--- config.mk ---
export PLATFORM = sky130hd
export DESIGN_NAME = ticket_buyer_ds
export DESIGN_NICKNAME = d
export VERILOG_FILES = /design/src/rtl/ticket_buyer_ds.sv
export SDC_FILE = /design/constraint.sdc
export NUM_CORES = 1
export LEC_CHECK = 0
export CAP_MARGIN = 40
export CORE_ASPECT_RATIO = 2
export CORE_MARGIN = 1
export CORE_UTILIZATION = 40
export DETAILED_ROUTE_END_ITERATION = 10
export PLACE_DENSITY_LB_ADDON = 0.3
export SETUP_SLACK_MARGIN = 0.5
export SYNTH_ARGS = -nofsm -noshare
export SYNTH_HDL_FRONTEND = slang
export SYNTH_SLANG_ARGS = --single-unit
--- constraint.sdc ---
create_clock -name clk -period 2.9 [get_ports clk]
set_clock_uncertainty 0.1 [all_clocks]
set_input_delay 0.58 -clock clk [delete_from_list [all_inputs] [get_ports clk]]
set_output_delay 0.58 -clock clk [all_outputs]
set_load 0.02 [all_outputs]
--- src/rtl/ticket_buyer_ds.sv ---
// Customer-side bill driver for the ticket machine with a shadow
// credit model, event counters and a sticky protocol-mismatch flag.
module ticket_buyer_ds #(
  parameter int   DEPTH = 8,
  parameter int   CW    = 8,
  parameter logic ON    = 1'b1,
  parameter logic OFF   = 1'b0
) (
  input  logic                   clk,
  input  logic                   clear,
  input  logic                   go,
  input  logic                   push_valid,
  input  logic                   push_twenty,
  output logic                   push_ready,
  input  logic                   ready,
  input  logic                   bill,
  input  logic                   dispense,
  input  logic                   return_sig,
  output logic                   ten,
  output logic                   twenty,
  output logic [5:0]             credit,
  output logic                   busy,
  output logic [CW-1:0]          tickets,
  output logic [CW-1:0]          returns,
  output logic [$clog2(DEPTH):0] fifo_count,
  output logic                   err
);

  localparam int AW = $clog2(DEPTH);
  localparam logic [AW:0] FULL = (AW+1)'(DEPTH);

  typedef enum logic [2:0] {
    S_RDY  = 3'd0,
    S_B10  = 3'd1,
    S_B20  = 3'd2,
    S_B30  = 3'd3,
    S_DISP = 3'd4,
    S_RTN  = 3'd5
  } state_t;

  state_t          state_q, state_d;
  logic [AW:0]     cnt_q;
  logic [AW-1:0]   wr_q, rd_q;
  logic            mem_q [DEPTH];
  logic            err_q;
  logic [CW-1:0]   tk_q, rt_q;

  logic            full, empty, push, pop, head;
  logic            can_take, issue, mism;
  logic [3:0]      obs, exp_v;

  assign full       = (cnt_q == FULL);
  assign empty      = (cnt_q == '0);
  assign push_ready = !full;
  assign push       = push_valid && !full;
  assign head       = mem_q[rd_q];
  assign pop        = issue;

  assign can_take = (state_q == S_RDY) || (state_q == S_B10) ||
                    (state_q == S_B20) || (state_q == S_B30);
  assign issue = go && !empty && !err_q && !clear && can_take &&
                 ((ready == ON) || (bill == ON));

  assign ten    = (issue && !head) ? ON : OFF;
  assign twenty = (issue &&  head) ? ON : OFF;

  always_comb begin
    state_d = state_q;
    exp_v   = {OFF, OFF, OFF, OFF};
    credit  = 6'd0;
    unique case (state_q)
      S_RDY: begin
        exp_v  = {ON, OFF, OFF, OFF};
        credit = 6'd0;
        if (issue) state_d = head ? S_B20 : S_B10;
      end
      S_B10: begin
        exp_v  = {OFF, ON, OFF, OFF};
        credit = 6'd10;
        if (issue) state_d = head ? S_B30 : S_B20;
      end
      S_B20: begin
        exp_v  = {OFF, ON, OFF, OFF};
        credit = 6'd20;
        if (issue) state_d = head ? S_DISP : S_B30;
      end
      S_B30: begin
        exp_v  = {OFF, ON, OFF, OFF};
        credit = 6'd30;
        if (issue) state_d = head ? S_RTN : S_DISP;
      end
      S_DISP: begin
        exp_v   = {OFF, OFF, ON, OFF};
        credit  = 6'd40;
        state_d = S_RDY;
      end
      S_RTN: begin
        exp_v   = {OFF, OFF, OFF, ON};
        credit  = 6'd50;
        state_d = S_RDY;
      end
      default: state_d = S_RDY;
    endcase
  end

  assign obs  = {ready, bill, dispense, return_sig};
  assign mism = (obs != exp_v);
  assign busy = (state_q != S_RDY);

  always_ff @(posedge clk) begin
    if (clear) begin
      state_q <= S_RDY;
      cnt_q   <= '0;
      wr_q    <= '0;
      rd_q    <= '0;
      err_q   <= 1'b0;
      tk_q    <= '0;
      rt_q    <= '0;
    end else begin
      state_q <= state_d;
      if (push) wr_q <= wr_q + 1'b1;
      if (pop)  rd_q <= rd_q + 1'b1;
      if (push && !pop)      cnt_q <= cnt_q + 1'b1;
      else if (pop && !push) cnt_q <= cnt_q - 1'b1;
      if (mism) err_q <= 1'b1;
      // counters stick at all-ones
      if (state_q == S_DISP && dispense == ON && !(&tk_q))
        tk_q <= tk_q + 1'b1;
      if (state_q == S_RTN && return_sig == ON && !(&rt_q))
        rt_q <= rt_q + 1'b1;
    end
  end

  always_ff @(posedge clk) begin
    if (push && !clear) mem_q[wr_q] <= push_twenty;
  end

  assign tickets    = tk_q;
  assign returns    = rt_q;
  assign fifo_count = cnt_q;
  assign err        = err_q;

endmodule

======== Yosys cells after proc, flatten, opt, wreduce, memory -nomap -nowiden ========
Memories as Yosys holds them, arrays and structs flattened. A register that Yosys moved wholly into a read port is not among the register bits.
Index checks and enable logic that the tools add are counted.
word-level totals
  flip-flop bits (word level) ............. 30
  memory bits (writable) .................. 8
  input bits .............................. 9
  output and inout bits ................... 31
  logic and storage cells ................. 80
  memories kept ........................... 1
cells by class
  add/sub/neg operators ................... 6
  eq/ne operators ......................... 11
  mux-type cells .......................... 19
  reductions and logical operators ........ 36
memory list
  memory  depth  width  read ports  clocked after Yosys merged registers in  write ports  line  RTL
  mem_q   8      1      1           1                                        1            44    logic mem_q [DEPTH];
operators by type and width
  cell                                                                   count
  6-bit one-hot mux with 5 select lines                                  1
  3-bit 2-to-1 mux                                                       7
  8-bit by 1-bit adder with 8-bit output, second input constant          2
  4-bit one-hot mux with 4 select lines                                  1
  8-bit AND reduction                                                    2
  1-bit logical AND                                                      15
  3-bit one-hot mux with 4 select lines                                  1
  1-bit zero test                                                        9
  4-bit 2-to-1 mux                                                       2
  2-bit != test, second input constant                                   4
  3-bit by 1-bit adder with 3-bit output, second input constant          2
  3-bit by 2-bit equality test with 1-bit output, second input constant  2
  3-bit equality test, second input constant                             2
  1-bit 2-to-1 mux                                                       6
  4-bit by 1-bit adder with 4-bit output, second input constant          1
  4-bit equality test, second input constant                             1
  4-bit zero test                                                        1
  1-bit logical OR                                                       4
  4-bit != test                                                          1
  4-bit AND reduction                                                    1
  4-bit by 1-bit subtractor with 4-bit output, second input constant     1
  3-bit by 1-bit equality test with 1-bit output, second input constant  1
  3-bit zero test                                                        1
  3-bit nonzero test                                                     1
  other kinds (3)                                                        3

======== Logic depth before layout (Yosys ltp) ========
Gate-level depths: netlist of the first run.
  word-level depth ........................ 10
  depth in mapped cells ................... 11

======== Worst setup path before layout of the first run ========
OpenSTA, ideal clock, no wires.
  path kind ............................... reg2reg
  start ................................... register cnt_q[0] (netlist: fifo_count[0])
  end ..................................... register cnt_q[3] (netlist: fifo_count[3])
  setup time .............................. 0.121 ns
  arrival ................................. 2.686 ns
  required time ........................... 2.679 ns
  setup slack ............................. -0.007 ns
  stages on the path, launching flop included .. 12
  clock period less this slack ............ 2.907 ns
  cells stage by stage .................... dfxtp_1 > or4b_1 > clkbuf_2 > nand2_1 > inv_1 > ha_1 > inv_1 > ha_1 > a21o_1 > a21oi_1 > mux2i_1 > mux2_2
RTL lines
  what                                 line  RTL
  from (decl)                          42    logic [AW:0] cnt_q;
  from (signal assigned)               123   if (push && !pop) cnt_q <= cnt_q + 1'b1;
  from (signal assigned)               124   else if (pop && !push) cnt_q <= cnt_q - 1'b1;
  4-bit equality test *                52    assign full = (cnt_q == FULL);
  1-bit zero test *                    --
  named net push_ready                 14    output logic push_ready,
  1-bit logical AND *                  55    assign push = push_valid && !full;
  1-bit zero test                      124
  1-bit logical AND                    124
  2-bit nonzero test (no source line)  --
Mark *: on every way through the listed nets, which the timed path passes. The rest lies on a longest branch. The select of a mux whose other input is x is not followed.
A chain may end at the register's enable or synchronous reset.

======== Worst setup path after layout of the first run ========
  start ................................... register cnt_q[1] (netlist: fifo_count[1])
  end ..................................... register cnt_q[3] (netlist: fifo_count[3])
between the ends
  longest elaborated chain between the ends .. 10
RTL lines
  what                                                    line  RTL
  4-bit zero test                                         53    assign empty = (cnt_q == '0);
  1-bit zero test                                         61    assign issue = go && !empty && !err_q && !clear && can_take &&
  1-bit logical AND (5 in a row)                          61
  1-bit zero test                                         123
  1-bit logical AND                                       123
  4-bit 2-to-1 mux or 2-bit nonzero test (tied branches)  --
Parallel ways exist; a longest one is shown, timed or not. The select of a mux whose other input is x is not followed.

==> run_results.csv, run 1 <==
group,metric,value,unit
run_status,status,"finished clean",
timing,fin_crit,2.48,ns
cells_and_area,finalNetCount,281,
floorplan,core_area,0.00491,sq mm
cells_and_area,ff_latch_area,920,sq um
cts,cts_buffers,5,
power_and_ir_drop,p_seq_share,41.2,%
power_and_ir_drop,p_int,1.14,mW
worst_setup_path,cp_max_fo,4,
worst_setup_path,cp.required,2.98,ns
cells_and_area,layout_commonest_cell,"clkdlybuf4s50_1",
cts,cts_tree,"done",
cts,hold_buffers,0,
synthesis,synth.avg_cell_area,9.71,sq um
placement,port_buffers,38,
grt,grt_pass1_wl,7460,um
worst_setup_path,end_kind,"register",
run,maxCapViolCount,0,
cts,ctsLongestPathBuffers,2,
cts,cts_sinks,41,
hold_path,min_path_type,"reg2reg",
synthesis,syn_area,0.00205,sq mm
floorplan,die_h,103,um
cts,root_buffer,"clkbuf_8",
synthesis,yosysSeqAreaShare,44.0,%
grt,grt-ovfl-total,0,
synthesis,synthCells,211,
synthesis,syn_nets,229,
detailed_routing,vias,1757,
detailed_routing,drt_wl_total,4470,um
synthesis,async_flop_share,0,%
placement,globalplace.congestion,0.706,
floorplan,rows,36,
timing,timing.final.ws_setup,0.415,ns
grt,grt_pass1_vias,1678,
cells_and_area,syn_to_final_growth,33.9,%
timing,hold_ws,0.410,ns
cts,cts_htree_levels,2,
placement,place_area,0.00256,sq mm
placement,dp_hpwl,3080,um
synthesis,synth_edf_count,8,
timing,rsz0062_at_grt,"true",
synthesis,synth-main-ff-cell,"dfxtp_1",
detailed_routing,ant_nets,0,
worst_setup_path,cp_cell_sequence,"or4b_4, nand2_4, inv_2, ha_4, inv_4, ha_4, a21o_1, a21oi_2, mux2i_1, mux2_2",
cells_and_area,num-fill-cells,454,
floorplan,start_util,41.7,%
power_and_ir_drop,power_frac_clock,24.0,%
worst_setup_path,cp_data_arrival_time,2.56,ns
synthesis,ys_types,46,
worst_setup_path,cp_common_cell,"ha_4",
worst_setup_path,slowest_stage,"or4b_4",
timing,tightest_slew,0.795,ns
cells_and_area,fin_area,0.00274,sq mm
worst_setup_path,crit_family,"simple AND/OR/NAND/NOR gates",
cells_and_area,multiInputGateArea,0.00111,sq mm
power_and_ir_drop,p_per_area,606,mW/mm^2
timing,hold_violations,0,
detailed_routing,drc_errors,0,
cells_and_area,utilization,55.9,%
cells_and_area,drive_gt1_share,20.5,%
floorplan,io_pins,40,
floorplan,die_area,0.00543,sq mm
power_and_ir_drop,p_leak,1.02,nW
detailed_routing,wl_per_cell,13.9,um
worst_setup_path,crit_type,"reg2reg",
grt,grt_max_degree,38,
detailed_routing,vias_per_cell,5.47,
timing,setup_viol_count_final,0,
cts,path_clk_slew,0.08,ns
worst_setup_path,path_buf_inv,2,
detailed_routing,dr.pass1.iters,3,
timing,slew_viol_final,0,
grt,grt_usage,18.2,%
power_and_ir_drop,ir_drop,0.531,mV
detailed_routing,drtIter0Drc,11,
cells_and_area,antenna_cells,0,
cts,clock_latency,0.29,ns
synthesis,ys_ff_latch,41,
power_and_ir_drop,combPwrFrac,34.9,%
placement,post-place-ws,-0.113,ns
timing,layout_worst_path_cycle_share,85.7,%
power_and_ir_drop,switching_share,31.6,%
timing,finalSetupTns,0,ns
synthesis,yosys_warnings,0,
cells_and_area,mostFrequentLayoutCells,"clkdlybuf4s50_1 (29), dfxtp_1 (26), nor2_1 (20)",
grt,antenna_found_initial,0,
worst_setup_path,crit_path_start_kind,"register",
timing,max_slew_margin,46.9,%
timing,fmax,402,MHz
worst_setup_path,crit_path_max_incr_delay,0.56,ns
power_and_ir_drop,switching_power,0.524,mW
floorplan,dieWidth,52.6,um
flip-flops by register name, summed over array words and instances (netlist names), named ones only:
signal,cells
err,1
returns,8
fifo_count,4
rd_q,3
mem_q,8
state_q,3
tickets,8
wr_q,3
through the flow:
stage | cells | power [mW]
finish | 321 | 1.66
global route | 321 | 1.76
CTS | 317 | 1.64
detailed placement | 303 | 1.21
global placement | 302 | 1.21
floorplan | 211 | 1.04
logic make-up after synthesis:
group / count (synthesis) / synth area share (%)
DFF: 41 / 44.0
and+or+nand+nor: 80 / 22.4
buffers and inverters: 19 / 3.91
adders and majority gates: 9 / 5.86
AOI/OAI and AO/OA: 43 / 13.1
other: 1 / 0.183
xor gates and xnor gates: 7 / 2.99
muxes: 11 / 7.64
metal layers:
metal  part of all wire (%)  vias to the layer above  track usage, %
met5                      0                        -               0
met3                    2.3                        6            2.78
met4                    1.7                        0            7.29
met2                     56                       26            34.4
met1                     40                      850            19.1
li1                       -                      875               -
layout make-up:
| type | instances | share of cell area, % |
|---|---|---|
| sequential | 41 | 33.5 |
| inverter | 7 | 1.05 |
| tap | 57 | 2.60 |
| timing repair buffer | 57 | 18.9 |
| multi-input combinational | 151 | 40.6 |
| clock buffer | 7 | 3.15 |
| clock inverter | 1 | 0.228 |
power groups by stage:
| stage | Clock [mW] | Combinational (mW) | Sequential [mW] |
|---|---|---|---|
| detailed placement | 0 | 0.508 | 0.706 |
| global route | 0.428 | 0.636 | 0.693 |
| finish | 0.398 | 0.580 | 0.684 |
| global placement | 0 | 0.499 | 0.706 |
| CTS | 0.405 | 0.560 | 0.681 |
| floorplan | 0 | 0.317 | 0.719 |
path summary, 6_finish.rpt:
| kind | startpoint | depth (start not counted) | to | slack (ns) |
|---|---|---|---|---|
| worst max-delay path | fifo_count[1] | 10 | fifo_count[3] | 0.42 |
| worst min-delay path | rd_q[2] | 2 | register | 0.41 |
| worst max register to register | fifo_count[1] | 10 | fifo_count[3] | 0.42 |
| worst min register to register | rd_q[2] | 2 | register | 0.41 |
timing repair:
item / in CTS / in global routing
gates resized for setup: 23 / 10
buffers inserted: 6 / 4
pin swaps: 5 / 6
setup endpoints to repair: 7 / 7
synth_stat cells (2+ instances only):
cell type	instances	area share (%)
buf_2	3	0.73
nand4b_1	2	0.86
xnor2_1	2	0.86
nand3b_1	3	1.1
nor2_1	21	3.8
nand3_1	10	2.4
nor4b_1	4	1.7
ha_1	8	4.9
o21ai_0	11	2.7
edfxtp_1	8	12
inv_1	7	1.3
nand2_1	9	1.6
o31ai_1	6	2.2
mux4_1	2	2.6
and3_1	2	0.61
or4_1	5	1.8
a21o_1	2	0.73
nor2b_1	4	1.2
dfxtp_1	33	32
a21oi_1	18	4.4
or3_1	9	2.7
nand2b_1	2	0.61
nor4_1	2	0.61
clkbuf_1	6	1.1
mux2i_1	7	3.4
xor2_1	5	2.1
worst reg2reg max path, cell delays in order, from the launching register on:
cell and delay, ns:
dfxtp_4 0.36, or4b_4 0.57, nand2_4 0.08, inv_2 0.04, ha_4 0.16, inv_4 0.06
ha_4 0.19, a21o_1 0.16, a21oi_2 0.12, mux2i_1 0.20, mux2_2 0.34
Power figures use the tool's default switching activity.
==> run 2: changes to the inputs <==
--- a/config.mk
+++ b/config.mk
@@ -9,8 +9,9 @@
 export CORE_ASPECT_RATIO = 2
 export CORE_MARGIN = 1
 export CORE_UTILIZATION = 40
+export CTS_CLUSTER_SIZE = 14
 export DETAILED_ROUTE_END_ITERATION = 10
-export PLACE_DENSITY_LB_ADDON = 0.3
+export PLACE_DENSITY = 0.67
 export SETUP_SLACK_MARGIN = 0.5
 export SYNTH_ARGS = -nofsm -noshare
 export SYNTH_HDL_FRONTEND = slang
==> run 2 against run 1 <==
Effect of this change:
- hold slack worse by 0.016 ns
- largest cell class unchanged
- register-to-register slack worse by 0.03 ns
- clock-buffer cell count is 2 lower
- cell count shrank 0.62%
- sequential cell count is the same
- routed wire length is 4.5% lower
- highest routed layer unchanged
==> run_results.csv, run 2 (synthesis results as in run 1) <==
group,metric,value,unit
run_status,status,"finished clean",
worst_setup_path,cp.required,2.99,ns
timing,setup_viol_count_final,0,
cts,clock_latency,0.30,ns
placement,dp_hpwl,3080,um
detailed_routing,route.met3.wl,128,um
cts,cts_buffers,5,
cells_and_area,layout_commonest_cell,"clkdlybuf4s50_1",
detailed_routing,drtIter0Drc,24,
detailed_routing,vias_per_cell,5.40,
grt,grt_usage,18.0,%
timing,rsz0062_at_grt,"true",
floorplan,dieWidth,52.6,um
cells_and_area,syn_to_final_growth,34.5,%
timing,fmax,398,MHz
detailed_routing,drc_errors,0,
grt,antenna_found_initial,0,
placement,port_buffers,38,
cts,cts_tree,"done",
power_and_ir_drop,p_per_area,629,mW/mm^2
cts,root_buffer,"clkbuf_8",
detailed_routing,dr.pass1.iters,4,
grt,grt_pass1_vias,1627,
power_and_ir_drop,p_leak,1.03,nW
detailed_routing,drt_wl_total,4270,um
floorplan,core_area,0.00491,sq mm
cts,path_clk_slew,0.08,ns
grt,grt_max_degree,38,
hold_path,min_path_type,"reg2reg",
worst_setup_path,end_kind,"register",
floorplan,die_area,0.00543,sq mm
detailed_routing,met2_length,2360,um
floorplan,die_h,103,um
timing,tightest_slew,0.785,ns
floorplan,start_util,41.7,%
worst_setup_path,crit_path_start_kind,"register",
floorplan,rows,36,
grt,grt_pass1_wl,7220,um
worst_setup_path,crit_type,"reg2reg",
worst_setup_path,ff2ff_setup_slack,0.39,ns
detailed_routing,ant_nets,0,
timing,hold_ws,0.393,ns
worst_setup_path,cp_data_arrival_time,2.60,ns
detailed_routing,vias,1722,
worst_setup_path,cp_max_fo,3,
cts,cts_sinks,41,
cells_and_area,antenna_cells,0,
placement,dp.cells,302,
floorplan,io_pins,40,
cts,cts_htree_levels,2,
detailed_routing,wl_per_cell,13.4,um
power_and_ir_drop,ir_drop,0.476,mV
timing,hold_violations,0,
run,maxCapViolCount,0,
timing,layout_worst_path_cycle_share,86.6,%
cells_and_area,mostFrequentLayoutCells,"clkdlybuf4s50_1 (28), dfxtp_1 (25), nor2_1 (21)",
cells_and_area,instances_no_fill,319,
grt,grt-ovfl-total,0,
timing,max_slew_margin,47.5,%
detailed_routing,met1_length,1710,um
cells_and_area,drive_gt1_share,20.2,%
cts,ctsLongestPathBuffers,2,
detailed_routing,maxUsedRoutingLayer,"met4",
cells_and_area,finalNetCount,279,
cells_and_area,num-fill-cells,459,
timing,slew_viol_final,0,
timing,fin_crit,2.51,ns
placement,globalplace.congestion,0.736,
run 2: cell type report:
| type | count | area, sq um | share of cell area [%] |
|---|---|---|---|
| well taps | 57 | 71.3 | 2.59 |
| inverters | 7 | 31.3 | 1.14 |
| repair buffers | 55 | 495 | 18.0 |
| clock inverters | 3 | 46.3 | 1.68 |
| multi-input cells | 151 | 1120 | 40.7 |
| clock buffers | 5 | 68.8 | 2.50 |
| flip-flops and latches | 41 | 921 | 33.4 |
run 2: through the flow:
stage | setup WS [ns] | setup TNS [ns] | util [%] | power, mW | instance area (sq um)
floorplan | 0.282 | 0 | - | 1.04 | 2100
global placement | -0.118 | -0.292 | 51.9 | 1.21 | 2550
detailed placement | -0.178 | -0.370 | 52.0 | 1.22 | 2550
CTS | 0.339 | 0 | 55.5 | 1.72 | 2720
global route | 0.293 | 0 | 56.1 | 1.83 | 2750
finish | 0.389 | 0 | 56.1 | 1.73 | 2750
run 2: critical path, cell delays in order (launching register included):
cell and delay, ns:
dfxtp_4 0.36, or4b_4 0.57, nand2_4 0.09, inv_4 0.04, ha_4 0.16, inv_4 0.06
ha_4 0.18, a21o_1 0.16, a21oi_2 0.14, mux2i_1 0.20, mux2_2 0.34
run 2: layer usage:
metal | vias to the layer above | GRT usage (%)
met5 | - | 0
met4 | 0 | 6.68
met3 | 7 | 3.51
met2 | 36 | 34.4
met1 | 815 | 18.4
li1 | 864 | -
run 2: final timing paths:
path	cells after the start	startpoint	to
min reg2reg	2	wr_q[0]	wr_q[0]
max reg2reg	10	fifo_count[1]	fifo_count[3]
max	10	fifo_count[1]	fifo_count[3]
min	2	wr_q[0]	wr_q[0]
run 2: timing repair:
action | CTS | global route
hold endpoints to repair | 0 | 0
hold buffers | 0 | 0
resized for setup | 25 | 7
buffers inserted | 7 | 2
setup endpoints to repair | 10 | 6
pin swaps | 7 | 5
run 2: report_power, final:
part / total (mW) / internal (mW) / leakage [nW] / switching, mW
clock: 0.470 / 0.258 / 0.0543 / 0.212
combinational: 0.576 / 0.310 / 0.635 / 0.266
sequential: 0.686 / 0.632 / 0.344 / 0.0540
total: 1.73 / 1.20 / 1.03 / 0.533
